==> src/rtl/aibcr3_latch_seq_if.sv <==
// Request channel into the latch sequencer: valid/ready handshake carrying op, group mask and load data.
interface aibcr3_latch_seq_if #(
  parameter int NGRP = 4,
  parameter int DW   = 8
);
  logic            req_valid;
  logic            req_ready;
  logic            req_op;
  logic [NGRP-1:0] req_mask;
  logic [DW-1:0]   req_data;

  modport master (output req_valid, req_op, req_mask, req_data, input  req_ready);
  modport slave  (input  req_valid, req_op, req_mask, req_data, output req_ready);
endinterface

==> src/rtl/aibcr3_latch_seq.sv <==
// Sequences load/clear requests onto a bank of E/CDN/D configuration latches with fixed setup/pulse/hold windows.
// Latency: done at m*(SETUP+PULSE+HOLD)+1 cycles for a load of m groups, PULSE+1 for a clear, 1 for an empty mask.
// Backpressure: req_ready is high only while idle; requests are never queued.
module aibcr3_latch_seq #(
  parameter int NGRP  = 4,
  parameter int DW    = 8,
  parameter int SETUP = 2,
  parameter int PULSE = 2,
  parameter int HOLD  = 2
) (
  input  logic                clk,
  input  logic                reset,
  aibcr3_latch_seq_if.slave   req_if,
  output logic [DW-1:0]       lat_d,
  output logic [NGRP-1:0]     lat_e,
  output logic [NGRP-1:0]     lat_cdn,
  output logic                busy,
  output logic                done
);

  localparam int MAXW = (SETUP > PULSE) ? ((SETUP > HOLD) ? SETUP : HOLD)
                                        : ((PULSE > HOLD) ? PULSE : HOLD);
  localparam int CW   = (MAXW > 1) ? $clog2(MAXW) : 1;

  typedef enum logic [2:0] {IDLE, LSETUP, LPULSE, LHOLD, CPULSE, DONE} state_t;

  state_t          state, state_nxt;
  logic [CW-1:0]   cnt, cnt_nxt;
  logic [NGRP-1:0] mask_q, mask_nxt;
  logic [NGRP-1:0] low_bit, first_nxt;
  logic            ready_q;
  logic            accept;

  assign req_if.req_ready = ready_q;
  assign accept           = (state == IDLE) && ready_q && req_if.req_valid;

  // mask_q holds the groups still to visit; the lowest set bit is the current group.
  assign low_bit   = mask_q & (~mask_q + 1'b1);
  assign first_nxt = mask_nxt & (~mask_nxt + 1'b1);

  always_comb begin
    state_nxt = state;
    cnt_nxt   = cnt;
    mask_nxt  = mask_q;
    case (state)
      IDLE: begin
        if (accept) begin
          mask_nxt = req_if.req_mask;
          if (req_if.req_mask == '0) begin
            state_nxt = DONE;
          end else if (req_if.req_op) begin
            state_nxt = CPULSE;
            cnt_nxt   = CW'(PULSE - 1);
          end else begin
            state_nxt = LSETUP;
            cnt_nxt   = CW'(SETUP - 1);
          end
        end
      end
      LSETUP: begin
        if (cnt == '0) begin
          state_nxt = LPULSE;
          cnt_nxt   = CW'(PULSE - 1);
        end else begin
          cnt_nxt = cnt - 1'b1;
        end
      end
      LPULSE: begin
        if (cnt == '0) begin
          state_nxt = LHOLD;
          cnt_nxt   = CW'(HOLD - 1);
        end else begin
          cnt_nxt = cnt - 1'b1;
        end
      end
      LHOLD: begin
        if (cnt == '0) begin
          mask_nxt = mask_q & ~low_bit;
          if (mask_nxt == '0) begin
            state_nxt = DONE;
          end else begin
            state_nxt = LSETUP;
            cnt_nxt   = CW'(SETUP - 1);
          end
        end else begin
          cnt_nxt = cnt - 1'b1;
        end
      end
      CPULSE: begin
        if (cnt == '0) begin
          state_nxt = DONE;
        end else begin
          cnt_nxt = cnt - 1'b1;
        end
      end
      DONE:    state_nxt = IDLE;
      default: state_nxt = IDLE;
    endcase
  end

  // Outputs are registered from the next state so every pin changes exactly on a window boundary.
  always_ff @(posedge clk) begin
    if (reset) begin
      state   <= IDLE;
      cnt     <= '0;
      mask_q  <= '0;
      lat_d   <= '0;
      lat_e   <= '0;
      lat_cdn <= '0;
      busy    <= 1'b0;
      done    <= 1'b0;
      ready_q <= 1'b0;
    end else begin
      state   <= state_nxt;
      cnt     <= cnt_nxt;
      mask_q  <= mask_nxt;
      if (accept && !req_if.req_op) begin
        lat_d <= req_if.req_data;
      end
      lat_e   <= (state_nxt == LPULSE) ? first_nxt : '0;
      lat_cdn <= (state_nxt == CPULSE) ? ~mask_nxt : '1;
      busy    <= (state_nxt != IDLE);
      done    <= (state_nxt == DONE);
      ready_q <= (state_nxt == IDLE);
    end
  end

endmodule

==> src/flat_wrapper.sv <==
// flat-port wrapper written by rule: the top's interface ports become plain ports
module aibcr3_latch_seq_flat 
#(
  parameter int NGRP  = 4,
  parameter int DW    = 8,
  parameter int SETUP = 2,
  parameter int PULSE = 2,
  parameter int HOLD  = 2
)
  (clk, reset, lat_d, lat_e, lat_cdn, busy, done, req_if_req_valid, req_if_req_op, req_if_req_mask, req_if_req_data, req_if_req_ready);
  aibcr3_latch_seq_if #(.NGRP(NGRP), .DW(DW)) req_if_i ();
  input  logic clk;
  input  logic reset;
  output logic [DW-1:0] lat_d;
  output logic [NGRP-1:0] lat_e;
  output logic [NGRP-1:0] lat_cdn;
  output logic busy;
  output logic done;
  input wire logic [$bits(req_if_i.req_valid)-1:0] req_if_req_valid;
  input wire logic [$bits(req_if_i.req_op)-1:0] req_if_req_op;
  input wire logic [$bits(req_if_i.req_mask)-1:0] req_if_req_mask;
  input wire logic [$bits(req_if_i.req_data)-1:0] req_if_req_data;
  output wire logic [$bits(req_if_i.req_ready)-1:0] req_if_req_ready;
  assign req_if_i.req_valid = req_if_req_valid;
  assign req_if_i.req_op = req_if_req_op;
  assign req_if_i.req_mask = req_if_req_mask;
  assign req_if_i.req_data = req_if_req_data;
  assign req_if_req_ready = req_if_i.req_ready;
  aibcr3_latch_seq #(.NGRP(NGRP), .DW(DW), .SETUP(SETUP), .PULSE(PULSE), .HOLD(HOLD)) u_core (.clk(clk), .reset(reset), .req_if(req_if_i), .lat_d(lat_d), .lat_e(lat_e), .lat_cdn(lat_cdn), .busy(busy), .done(done));
endmodule
==> config.mk <==
export PLATFORM = sky130hd
export DESIGN_NAME = aibcr3_latch_seq_flat
export DESIGN_NICKNAME = d
export VERILOG_FILES = /design/src/rtl/aibcr3_latch_seq_if.sv /design/src/rtl/aibcr3_latch_seq.sv /design/src/flat_wrapper.sv
export SDC_FILE = /design/constraint.sdc
export NUM_CORES = 1
export LEC_CHECK = 0
export ABC_AREA = 1
export CORE_MARGIN = 5
export CORE_UTILIZATION = 49
export DETAILED_ROUTE_END_ITERATION = 10
export PLACE_DENSITY = 0.89
export SYNTH_ARGS = -nofsm -noshare
export SYNTH_HDL_FRONTEND = slang
export SYNTH_SLANG_ARGS = --single-unit
==> constraint.sdc <==
create_clock -name clk -period 2.47 [get_ports clk]
set_clock_uncertainty 0.1 [all_clocks]
set_input_delay 0.494 -clock clk [delete_from_list [all_inputs] [get_ports clk]]
set_output_delay 0.494 -clock clk [all_outputs]
set_load 0.01 [all_outputs]
Word level (Yosys, flattened, before mapping)
Cells that the tools add are included.
{"block": "totals", "in_bits": 16, "register_bits": 27, "wordCells": 61}
{"block": "classes", "add_sub_neg": 3, "reduce_logical": 13, "n_bitwise": 7, "eq_ne": 9, "n_mux": 20}
{"operator": "2-to-1 mux 3 bit", "n": 8}
{"operator": "case mux 3 bit (5 select lines)", "n": 1}
{"operator": "AND 4 bit", "n": 3}
{"operator": "2-to-1 mux 4 bit", "n": 3}
{"operator": "inverter 4 bit", "n": 3}
{"operator": "equality test 3 x 2 -> 1 bit (second input constant)", "n": 3}
{"operator": "equality test 3 bit (second input constant)", "n": 3}
{"operator": "adder 4 x 1 -> 4 bit (second input constant)", "n": 2}
{"operator": "logical NOT 4 bit", "n": 2}
{"operator": "case mux 4 bit (2 select lines)", "n": 1}
{"operator": "logical NOT 3 bit", "n": 2}
{"operator": "2-to-1 mux 1 bit", "n": 6}
{"operator": "case mux 1 bit (4 select lines)", "n": 1}
{"operator": "nonzero test 4 bit", "n": 1}
{"operator": "OR reduction 2 bit", "n": 2}
{"operator": "equality test 3 x 1 -> 1 bit (second input constant)", "n": 1}
{"operator": "logical AND 1 bit", "n": 3}
{"operator": "AND reduction 3 bit", "n": 1}
{"operator": "nonzero test 3 bit", "n": 1}
{"operator": "!= test 2 x 1 -> 1 bit (second input constant)", "n": 1}
{"operator": "!= test 2 bit (second input constant)", "n": 1}
{"operator": "logical NOT 1 bit", "n": 1}
{"operator": "inverter 1 bit", "n": 1}
{"operator": "subtractor 1 bit (second input constant)", "n": 1}

Depth between registers and ports, before layout
Gate-level depths: netlist of the first run.
{"block": "logic_depth", "word_depth": 12, "ltp_mapped": 10}

Worst setup path after synthesis of the first run
Ideal clock, no wire load.
{"block": "synth_timing", "kind": "input to register", "from": "input req_if_req_valid", "to": "register u_core.lat_cdn[0]", "slack_ns": 1.001, "required_time_ns": 2.242, "t_arrival_ns": 1.241, "setup_ns": 0.128, "path_buffers": 0, "cell_stages": 8, "path_cell_list": "nand2_1 -> inv_1 -> o21ai_0 -> nand2_1 -> o21ai_1 -> inv_1 -> nor2_1 -> nor2_1"}
{"block": "synth_between", "elab_chain_len": 5}
{"item": "start: declaration", "line_no": "flat_wrapper.sv:19", "text": "input wire logic [$bits(req_if_i.req_valid)-1:0] req_if_req_valid;"}
{"item": "logical AND 1 bit (*)", "line_no": "aibcr3_latch_seq.sv:35", "text": "assign accept = (state == IDLE) && ready_q && req_if.req_valid;"}
{"item": "2-to-1 mux 3 bit / 2-to-1 mux 4 bit (equally long branches)", "line_no": "aibcr3_latch_seq.sv:47", "text": "if (accept) begin"}
{"item": "case mux 3 bit (5 select lines) / case mux 4 bit (2 select lines) (equally long branches)", "line_no": "aibcr3_latch_seq.sv:45", "text": "case (state)"}
{"item": "equality test 3 bit / inverter 4 bit (equally long branches)", "line_no": "aibcr3_latch_seq.sv:121", "text": "lat_cdn <= (state_nxt == CPULSE) ? ~mask_nxt : '1;"}
{"item": "2-to-1 mux 4 bit (*)", "line_no": "aibcr3_latch_seq.sv:121"}
{"item": "end signal: assignment", "line_no": "aibcr3_latch_seq.sv:121"}
{"item": "end: declaration", "line_no": "aibcr3_latch_seq.sv:16", "text": "output logic [NGRP-1:0] lat_cdn,"}
Every way passes the cells marked *; elsewhere a longest branch is shown, timed or not.
A chain may end at the register's enable or synchronous reset.

Worst setup path after layout of the first run
{"block": "layout_timing", "from": "register u_core.lat_d[4]", "to": "output lat_d[4]"}
{"item": "start: declaration", "line_no": "aibcr3_latch_seq.sv:14", "text": "output logic [DW-1:0] lat_d,"}
{"item": "start signal: assignment", "line_no": "aibcr3_latch_seq.sv:118", "text": "lat_d <= req_if.req_data;"}
{"item": "end: declaration", "line_no": "flat_wrapper.sv:14", "text": "output logic [DW-1:0] lat_d;"}
No word-level cell between the ends.

==> results of run 1 <==
through the flow:
stage | area [µm²] | hold slack [ns] | total power [W] | setup WS, ns
finish | 1560 | 0.398 | 0.00133 | 0.643
global route | 1560 | 0.426 | 0.00144 | 0.587
CTS | 1560 | 0.400 | 0.00134 | 0.620
detailed placement | 1540 | 0.380 | 0.00115 | 0.410
global placement | 1540 | 0.363 | 0.00113 | 0.490
floorplan | 1160 | 0.410 | 0.000958 | 1.00
sequential cells by signal, summed over array words and instances (netlist names):
signal	count
u_core.busy	1
u_core.cnt	1
u_core.done	1
u_core.lat_cdn	4
u_core.lat_d	8
u_core.lat_e	4
u_core.mask_q	4
u_core.req_if.req_ready	1
u_core.state	3
layout make-up:
class / count / area [µm²] / share of cell area, %
multi-input combinational: 124 / 552 / 35.3
sequential: 27 / 541 / 34.6
timing repair buffer: 35 / 348 / 22.3
inverter: 16 / 60.1 / 3.84
tap: 28 / 35.0 / 2.24
clock buffer: 3 / 22.5 / 1.44
clock inverter: 1 / 5.00 / 0.320
power by group:
| part | total [W] | switching [W] | internal (W) |
|---|---|---|---|
| logic | 0.000581 | 0.000349 | 0.000232 |
| clock network | 0.000181 | 0.000120 | 0.0000608 |
| registers | 0.000564 | 0.0000559 | 0.000508 |
tightest hold or removal path, stage by stage (launching register included):
cell and delay [ns]:
dfxtp_1 0.33, nor2_1 0.09, nor2_1 0.05
cells by family after synthesis:
| family | count (synthesis) | share of synthesized area (%) |
|---|---|---|
| buffers and inverters | 17 | 5.52 |
| flip-flops | 27 | 46.8 |
| AO/OA/AOI/OAI | 21 | 10.2 |
| AND/OR/NAND/NOR | 103 | 37.6 |
worst paths after layout:
path	cells after the start	from	endpoint
setup / recovery	1	u_core.lat_d[4]	lat_d[4]
hold / removal	2	u_core.lat_d[1]	u_core.lat_d[1]
setup reg to reg	10	u_core.state[1]	u_core.lat_e[2]
hold reg to reg	2	u_core.lat_d[1]	u_core.lat_d[1]
synth_stat cells:
| cell | number |
|---|---|
| o21ai_1 | 1 |
| o21ai_2 | 1 |
| o21ai_0 | 11 |
| o211ai_1 | 2 |
| nor2_4 | 1 |
| nor3_1 | 4 |
| nand3b_1 | 2 |
| nand2_1 | 42 |
| nand2_4 | 1 |
| inv_1 | 12 |
| a31oi_1 | 1 |
| dfxtp_1 | 27 |
| a21oi_1 | 4 |
| nand3_2 | 1 |
| inv_2 | 4 |
| clkbuf_1 | 1 |
| nand3_1 | 3 |
| nor2_2 | 2 |
| a21boi_1 | 1 |
| nor2_1 | 45 |
| nand2_2 | 2 |
placed cells by master (no fill, tap or decap):
master | Yosys | final
a31oi_1 | 1 | 1
nand2_4 | 1 | 1
a21boi_1 | 1 | 1
nor2_1 | 45 | 45
o21ai_1 | 1 | 1
o21ai_2 | 1 | 1
inv_2 | 4 | 4
nand2_2 | 2 | 2
clkbuf_4 | 0 | 3
a21oi_1 | 4 | 4
nand2_1 | 42 | 42
nor3_1 | 4 | 4
inv_1 | 12 | 12
nand3b_1 | 2 | 2
nand3_2 | 1 | 1
nor2_4 | 1 | 1
nand3_1 | 3 | 3
o211ai_1 | 2 | 2
buf_4 | 0 | 1
dfxtp_1 | 27 | 27
clkdlybuf4s50_1 | 0 | 34
clkinv_2 | 0 | 1
o21ai_0 | 11 | 11
nor2_2 | 2 | 2
routing by layer:
layer / part of all wire [%] / wire length [µm] / global-route usage (%)
met1: 41 / 1060 / 16.4
met2: 48 / 1240 / 28.4
met3: 7.9 / 203 / 4.39
met4: 2.2 / 56 / 8.74
met5: 0 / 0 / 0
==> qor.yml, run 1 <==
critical_path:
  worstSetupStartpointType: "register"
  cp.arrival_ns: 1.23
  crit_buf_inv: 1
  crit_path_end_kind: "primary output"
  cp_slowest_cell: "clkdlybuf4s50_1"
  critPathMaxStageDelay_ns: 0.54
  path_cells: "clkdlybuf4s50_1"
  worstPathRequired_ns: 1.88
  crit_fanout: 2
  worstSetupPathType: "register to primary output"
  rrSetupSlack_ns: 0.93
  crit_family: "buffers and inverters"
synth:
  yosysUniqueCellTypes: 21
  yosys.area.top_type: "dfxtp_1"
  synth_area_leaders: "dfxtp_1 47%, nor2_1 15%, nand2_1 14%"
  ys_seq_elements: 27
  yosysSeqAreaShare_pct: 46.8
  synth.net_count: 184
  netlist_area_um2: 1160
  syn_area_per_cell_um2: 6.88
  syn_inst: 168
  ys_warn_count: 0
  synth_top_area_share_pct: 46.8
clocking:
  hold_buffers: 0
  postCtsResizedCells: 0
  h-tree-depth: 1
  cts_buffers: 3
  clockRootBuffer: "clkbuf_4"
  cts_setup_buffers: 0
  cts_tree: "built"
  clkSlewWorstSetupHoldPaths_ns: 0.13
  clock_latency_ns: 0.32
  tritoncts_num_sinks: 27
  clk_path_buf_depth: 2
grt:
  grt_max_degree: 16
  grt_pass1_wl_mm: 4.20
  grt_pass1_vias: 1046
  grt_antenna_before_repair: 0
  overflow: 0
  grt_usage_pct: 15.8
routing:
  post_drt_wl_per_cell_um: 10.9
  drt_iter0_drc: 31
  ant_nets: 0
  route.detailed.drc: 0
  viasPerCell: 4.88
  drtPass1Iterations: 4
  vias: 1141
  wl_mm: 2.55
die:
  die_w_um: 58.6
  pin_count: 35
  core_area_um2: 2230
  rows: 17
  initial_core_util_pct: 51.8
  die_h_um: 58.6
  die_area_um2: 3430
power_and_ir_drop:
  p_per_area_nw_per_um2: 849
  max-vdd-ir-drop_mv: 0.570
  p_leak_nw: 0.675
place:
  io_buffer_count: 34
  hpwl_mm: 2.07
  place.gp.congestion: 0.873
  dp.cells: 230
run:
  max-cap-violations: 0
sta:
  rsz0062_at_grt: "false"
  finalSetupTns_ns: 0
  fin_crit_ns: 1.83
  fmax_mhz: 547
  worst_slew_pin_slew_ns: 0.331
  post-route-period-util_pct: 74.0
  slew_violations: 0
  finalSetupViolations: 0
  max_slew_margin_pct: 77.9
  hold_violations: 0
min_path:
  hold_path.class: "register to register"
layout:
  fillers: 176
  diodes: 0
  drive_gt1_share_pct: 8.25
  instances_no_fill: 234
  final_core_util_pct: 70.0
  syn_to_final_growth_pct: 35.2
  final_nets: 223
run_status:
  status: "complete, no violations"
(Power assumes the default switching activity.)
==> run 2, diff against run 1 <==
Settings changed: CORE_UTILIZATION 49 to 45, PLACE_DENSITY 0.89 to 0.83.
Clock period 2.47 ns to 1.8 ns, I/O delays scaled along.
==> qor.yml, run 2 (synthesis gave the netlist of run 1 again) <==
layout:
  final_core_util_pct: 64.4
  final_nets: 227
  regMostFlops: "u_core.lat_d"
  diodes: 0
  layout_common_cells: "45 x nor2_1, 42 x nand2_1, 34 x clkdlybuf4s50_1"
  syn_to_final_growth_pct: 38.0
  final_common_cell: "nor2_1"
  largest_reg_flops: 8
  drive_gt1_share_pct: 10.0
  instances_no_fill: 240
sta:
  hold_violations: 0
  post-route-period-util_pct: 94.1
  fin_crit_ns: 1.69
  layout_setup_ws_ns: 0.107
  rsz0062_at_grt: "false"
  finalSetupViolations: 0
  worst_slew_pin_slew_ns: 0.305
  fmax_mhz: 591
  max_slew_margin_pct: 79.6
  slew_violations: 0
critical_path:
  worstPathRequired_ns: 1.34
  r2r_end: "u_core.lat_e[2]"
  worstSetupPathType: "register to primary output"
  rrSetupSlack_ns: 0.27
  crit_family: "buffers and inverters"
  r2r-start: "u_core.state[1]"
  crit_path_end_kind: "primary output"
  cp.arrival_ns: 1.23
  path_cells: "clkdlybuf4s50_1"
  worstSetupStartpointType: "register"
  reg2regPathDepth: 10
  cp_slowest_cell: "clkdlybuf4s50_1"
  crit_buf_inv: 1
  critPathMaxStageDelay_ns: 0.55
  crit_fanout: 2
clocking:
  tritoncts_num_sinks: 27
  cts_setup_buffers: 0
  hold_buffers: 0
  clock_latency_ns: 0.32
  cts_tree: "built"
  h-tree-depth: 1
  clk_path_buf_depth: 2
  clkSlewWorstSetupHoldPaths_ns: 0.13
  cts_buffers: 3
  postCtsResizedCells: 0
  clockRootBuffer: "clkbuf_4"
die:
  rows: 18
  pin_count: 35
  initial_core_util_pct: 46.7
  die_w_um: 60.7
  core_area_um2: 2480
  die_h_um: 60.7
  die_area_um2: 3680
grt:
  use_met1_pct: 16.0
  grt_antenna_before_repair: 0
  grt_use_met3_pct: 4.68
  grt_pass1_vias: 1110
  grt_pass1_wl_mm: 4.31
  grt_max_degree: 16
  grtUsageMet2_pct: 27.6
  overflow: 0
  grt_usage_pct: 15.5
  grt.busiest_layer: "met2"
min_path:
  min-delay-start: "u_core.lat_d[3]"
  min_to: "u_core.lat_d[3]"
  hold_path.class: "register to register"
  min_path_cells: 2
routing:
  route.detailed.drc: 0
  post_drt_wl_per_cell_um: 11.1
  drtPass1Iterations: 5
  vias: 1169
  wl_mm: 2.66
  drt_iter0_drc: 33
  ant_nets: 0
  viasPerCell: 4.87
place:
  place.gp.congestion: 0.858
  io_buffer_count: 34
  dp.cells: 236
  pre_cts_ws_ns: -0.114
  hpwl_mm: 2.17
power_and_ir_drop:
  p_leak_nw: 0.694
  p_total_w: 0.00187
  max-vdd-ir-drop_mv: 0.762
  p_per_area_nw_per_um2: 1170
run:
  max-cap-violations: 0
run_status:
  status: "complete, no violations"
[run 2: cell count changes in the layout (fill, tap and decap cells not counted), sizes merged]
cell	previous run	this run
buf	1	5
[run 2: worst reg2reg max path: cells and delay by family (launching register included)]
kind	cells	cell delay [ns]
flops	1	0.38
simple gates	9	0.91
buf+inv	1	0.04
[run 2: layer usage]
metal	routed length [µm]	vias to the layer above
li1	-	608
met1	1070	516
met2	1300	37
met3	215	8
met4	75	0
met5	0	-
[run 2: worst max path at each step]
stage	startpoint	endpoint	slack, ns	cells past startpoint
2_1_floorplan	u_core.state[1]	u_core.lat_e[2]	0.45	10
4_1_cts	u_core.lat_d[1]	lat_d[1]	0.09	1
3_5_place_dp	req_if_req_valid	u_core.lat_cdn[0]	-0.11	10
3_3_place_gp	req_if_req_valid	u_core.lat_cdn[0]	-0.05	10
6_report	u_core.lat_d[1]	lat_d[1]	0.11	1
5_1_grt	u_core.lat_d[6]	lat_d[6]	0.04	1
[run 2: final cells by class]
class                           instances  area, µm²
Clock buffer                            3       22.5
Clock inverter                          1       5.00
Timing Repair Buffer                   39        378
Tap cell                               30       37.5
Multi-Input combinational cell        124        552
Sequential cell                        27        541
Inverter                               16       60.1
Fill cell                             223        882
[run 2: where the power goes]
| group | total [W] | switching [W] | internal, W |
|---|---|---|---|
| Clock | 0.000249 | 0.000166 | 0.0000831 |
| Sequential | 0.000773 | 0.0000760 | 0.000697 |
| Combinational | 0.000849 | 0.000488 | 0.000361 |
[run 2: metrics by stage]
| step | hold slack, ns | setup TNS [ns] | cell area, µm² |
|---|---|---|---|
| 2_1_floorplan | 0.333 | 0 | 1160 |
| 3_3_place_gp | 0.363 | -0.0720 | 1570 |
| 3_5_place_dp | 0.378 | -0.436 | 1570 |
| 4_1_cts | 0.404 | 0 | 1600 |
| 5_1_grt | 0.432 | 0 | 1600 |
| 6_report | 0.398 | 0 | 1600 |
==> run 3, diff against run 2 <==
Settings changed: CORE_MARGIN 5 to 4.
==> qor.yml, run 3 (synthesis gave the netlist of run 1 again) <==
clocking:
  cts_setup_buffers: 0
  clockRootBuffer: "clkbuf_4"
  clock_latency_ns: 0.33
  hold_buffers: 0
  cts_tree: "built"
  clk_path_buf_depth: 2
  tritoncts_num_sinks: 27
  cts_buffers: 3
  h-tree-depth: 1
  postCtsResizedCells: 0
  clkSlewWorstSetupHoldPaths_ns: 0.15
routing:
  drt_iter0_drc: 47
  ant_nets: 0
  vias: 1203
  viasPerCell: 5.01
  drtPass1Iterations: 5
  post_drt_wl_per_cell_um: 11.6
  route.detailed.drc: 0
  wl_mm: 2.79
layout:
  largest_reg_flops: 8
  regMostFlops: "u_core.lat_d"
  fillers: 214
  final_nets: 227
  drive_gt1_share_pct: 10.0
  syn_to_final_growth_pct: 38.2
  fin_area_um2: 1600
  final_common_cell: "nor2_1"
  diodes: 0
  layout_common_cells: "45 x nor2_1, 42 x nand2_1, 34 x clkdlybuf4s50_1"
grt:
  grt_pass1_vias: 1200
  grt_antenna_before_repair: 0
  grt_usage_pct: 17.5
  overflow: 0
  grt_pass1_wl_mm: 4.66
  grt_max_degree: 17
die:
  pin_count: 35
  initial_core_util_pct: 47.1
  rows: 18
  die_h_um: 58.7
  core_area_um2: 2450
  die_w_um: 58.7
  die_area_um2: 3440
critical_path:
  cp.arrival_ns: 1.25
  crit_fanout: 2
  worstPathRequired_ns: 1.34
  crit_family: "buffers and inverters"
  crit_buf_inv: 1
  worstSetupStartpointType: "register"
  crit_path_end_kind: "primary output"
  worstSetupPathType: "register to primary output"
  path_cells: "clkdlybuf4s50_1"
  cp_slowest_cell: "clkdlybuf4s50_1"
  critPathMaxStageDelay_ns: 0.55
place:
  dpl_cell_area_um2: 1570
  hpwl_mm: 2.29
  io_buffer_count: 34
  place.gp.congestion: 0.878
power_and_ir_drop:
  p_total_w: 0.00191
  p_per_area_nw_per_um2: 1190
  max-vdd-ir-drop_mv: 0.769
  p_leak_nw: 0.690
sta:
  finalSetupViolations: 0
  fin_crit_ns: 1.71
  rsz0062_at_grt: "false"
  hold_violations: 0
  fmax_mhz: 584
  max_slew_margin_pct: 81.0
  post-route-period-util_pct: 95.2
  slew_violations: 0
  worst_slew_pin_slew_ns: 0.284
min_path:
  hold_path.class: "register to register"
run_status:
  status: "complete, no violations"
run:
  max-cap-violations: 0
-- run 3: cell types whose count changed in the layout (fill, tap and decap cells not counted) --
cell,before,now
clkinv_2,1,0
clkinvlp_4,0,1
-- run 3: final cells by class --
| class | count | area (µm²) | share of cell area [%] |
|---|---|---|---|
| clock buffers | 3 | 22.5 | 1.41 |
| clock inverters | 1 | 7.51 | 0.470 |
| inverters | 16 | 60.1 | 3.76 |
| flip-flops and latches | 27 | 541 | 33.8 |
| multi-input cells | 124 | 552 | 34.5 |
| repair buffers | 39 | 378 | 23.6 |
| well taps | 30 | 37.5 | 2.35 |
-- run 3: where the power goes --
part	switching (W)	leakage, nW	internal, W	total (W)
combinational	0.000500	0.456	0.000361	0.000860
sequential	0.0000802	0.221	0.000697	0.000777
clock	0.000183	0.0139	0.0000852	0.000268
-- run 3: per-stage QoR --
stage                     utilization (%)  hold slack, ns  instances  setup TNS (ns)  setup WS (ns)
final                                65.1           0.399        240               0         0.0872
after global routing                 65.1           0.416        240               0         0.0352
after CTS                            65.1           0.403        240               0         0.0730
after detailed placement             63.9           0.377        236          -0.220        -0.0756
after global placement               63.9           0.362        236         -0.0638        -0.0501
after floorplan                         -           0.333        168               0          0.445
-- run 3: routing by layer --
| layer | up-vias | global-route usage (%) | part of all wire (%) |
|---|---|---|---|
| met5 | - | 0 | 0 |
| met4 | 0 | 8.09 | 2.6 |
| met3 | 12 | 4.39 | 8.2 |
| met2 | 55 | 34.3 | 51 |
| met1 | 528 | 16.9 | 38 |
| li1 | 608 | - | - |
-- run 3: final timing paths --
kind / startpoint / to / slack, ns / cells after the start
max: u_core.req_if.req_ready / req_if_req_ready / 0.09 / 1
min: u_core.lat_d[0] / u_core.lat_d[0] / 0.40 / 2
max reg2reg: u_core.state[1] / u_core.lat_cdn[1] / 0.28 / 7
min reg2reg: u_core.lat_d[0] / u_core.lat_d[0] / 0.40 / 2
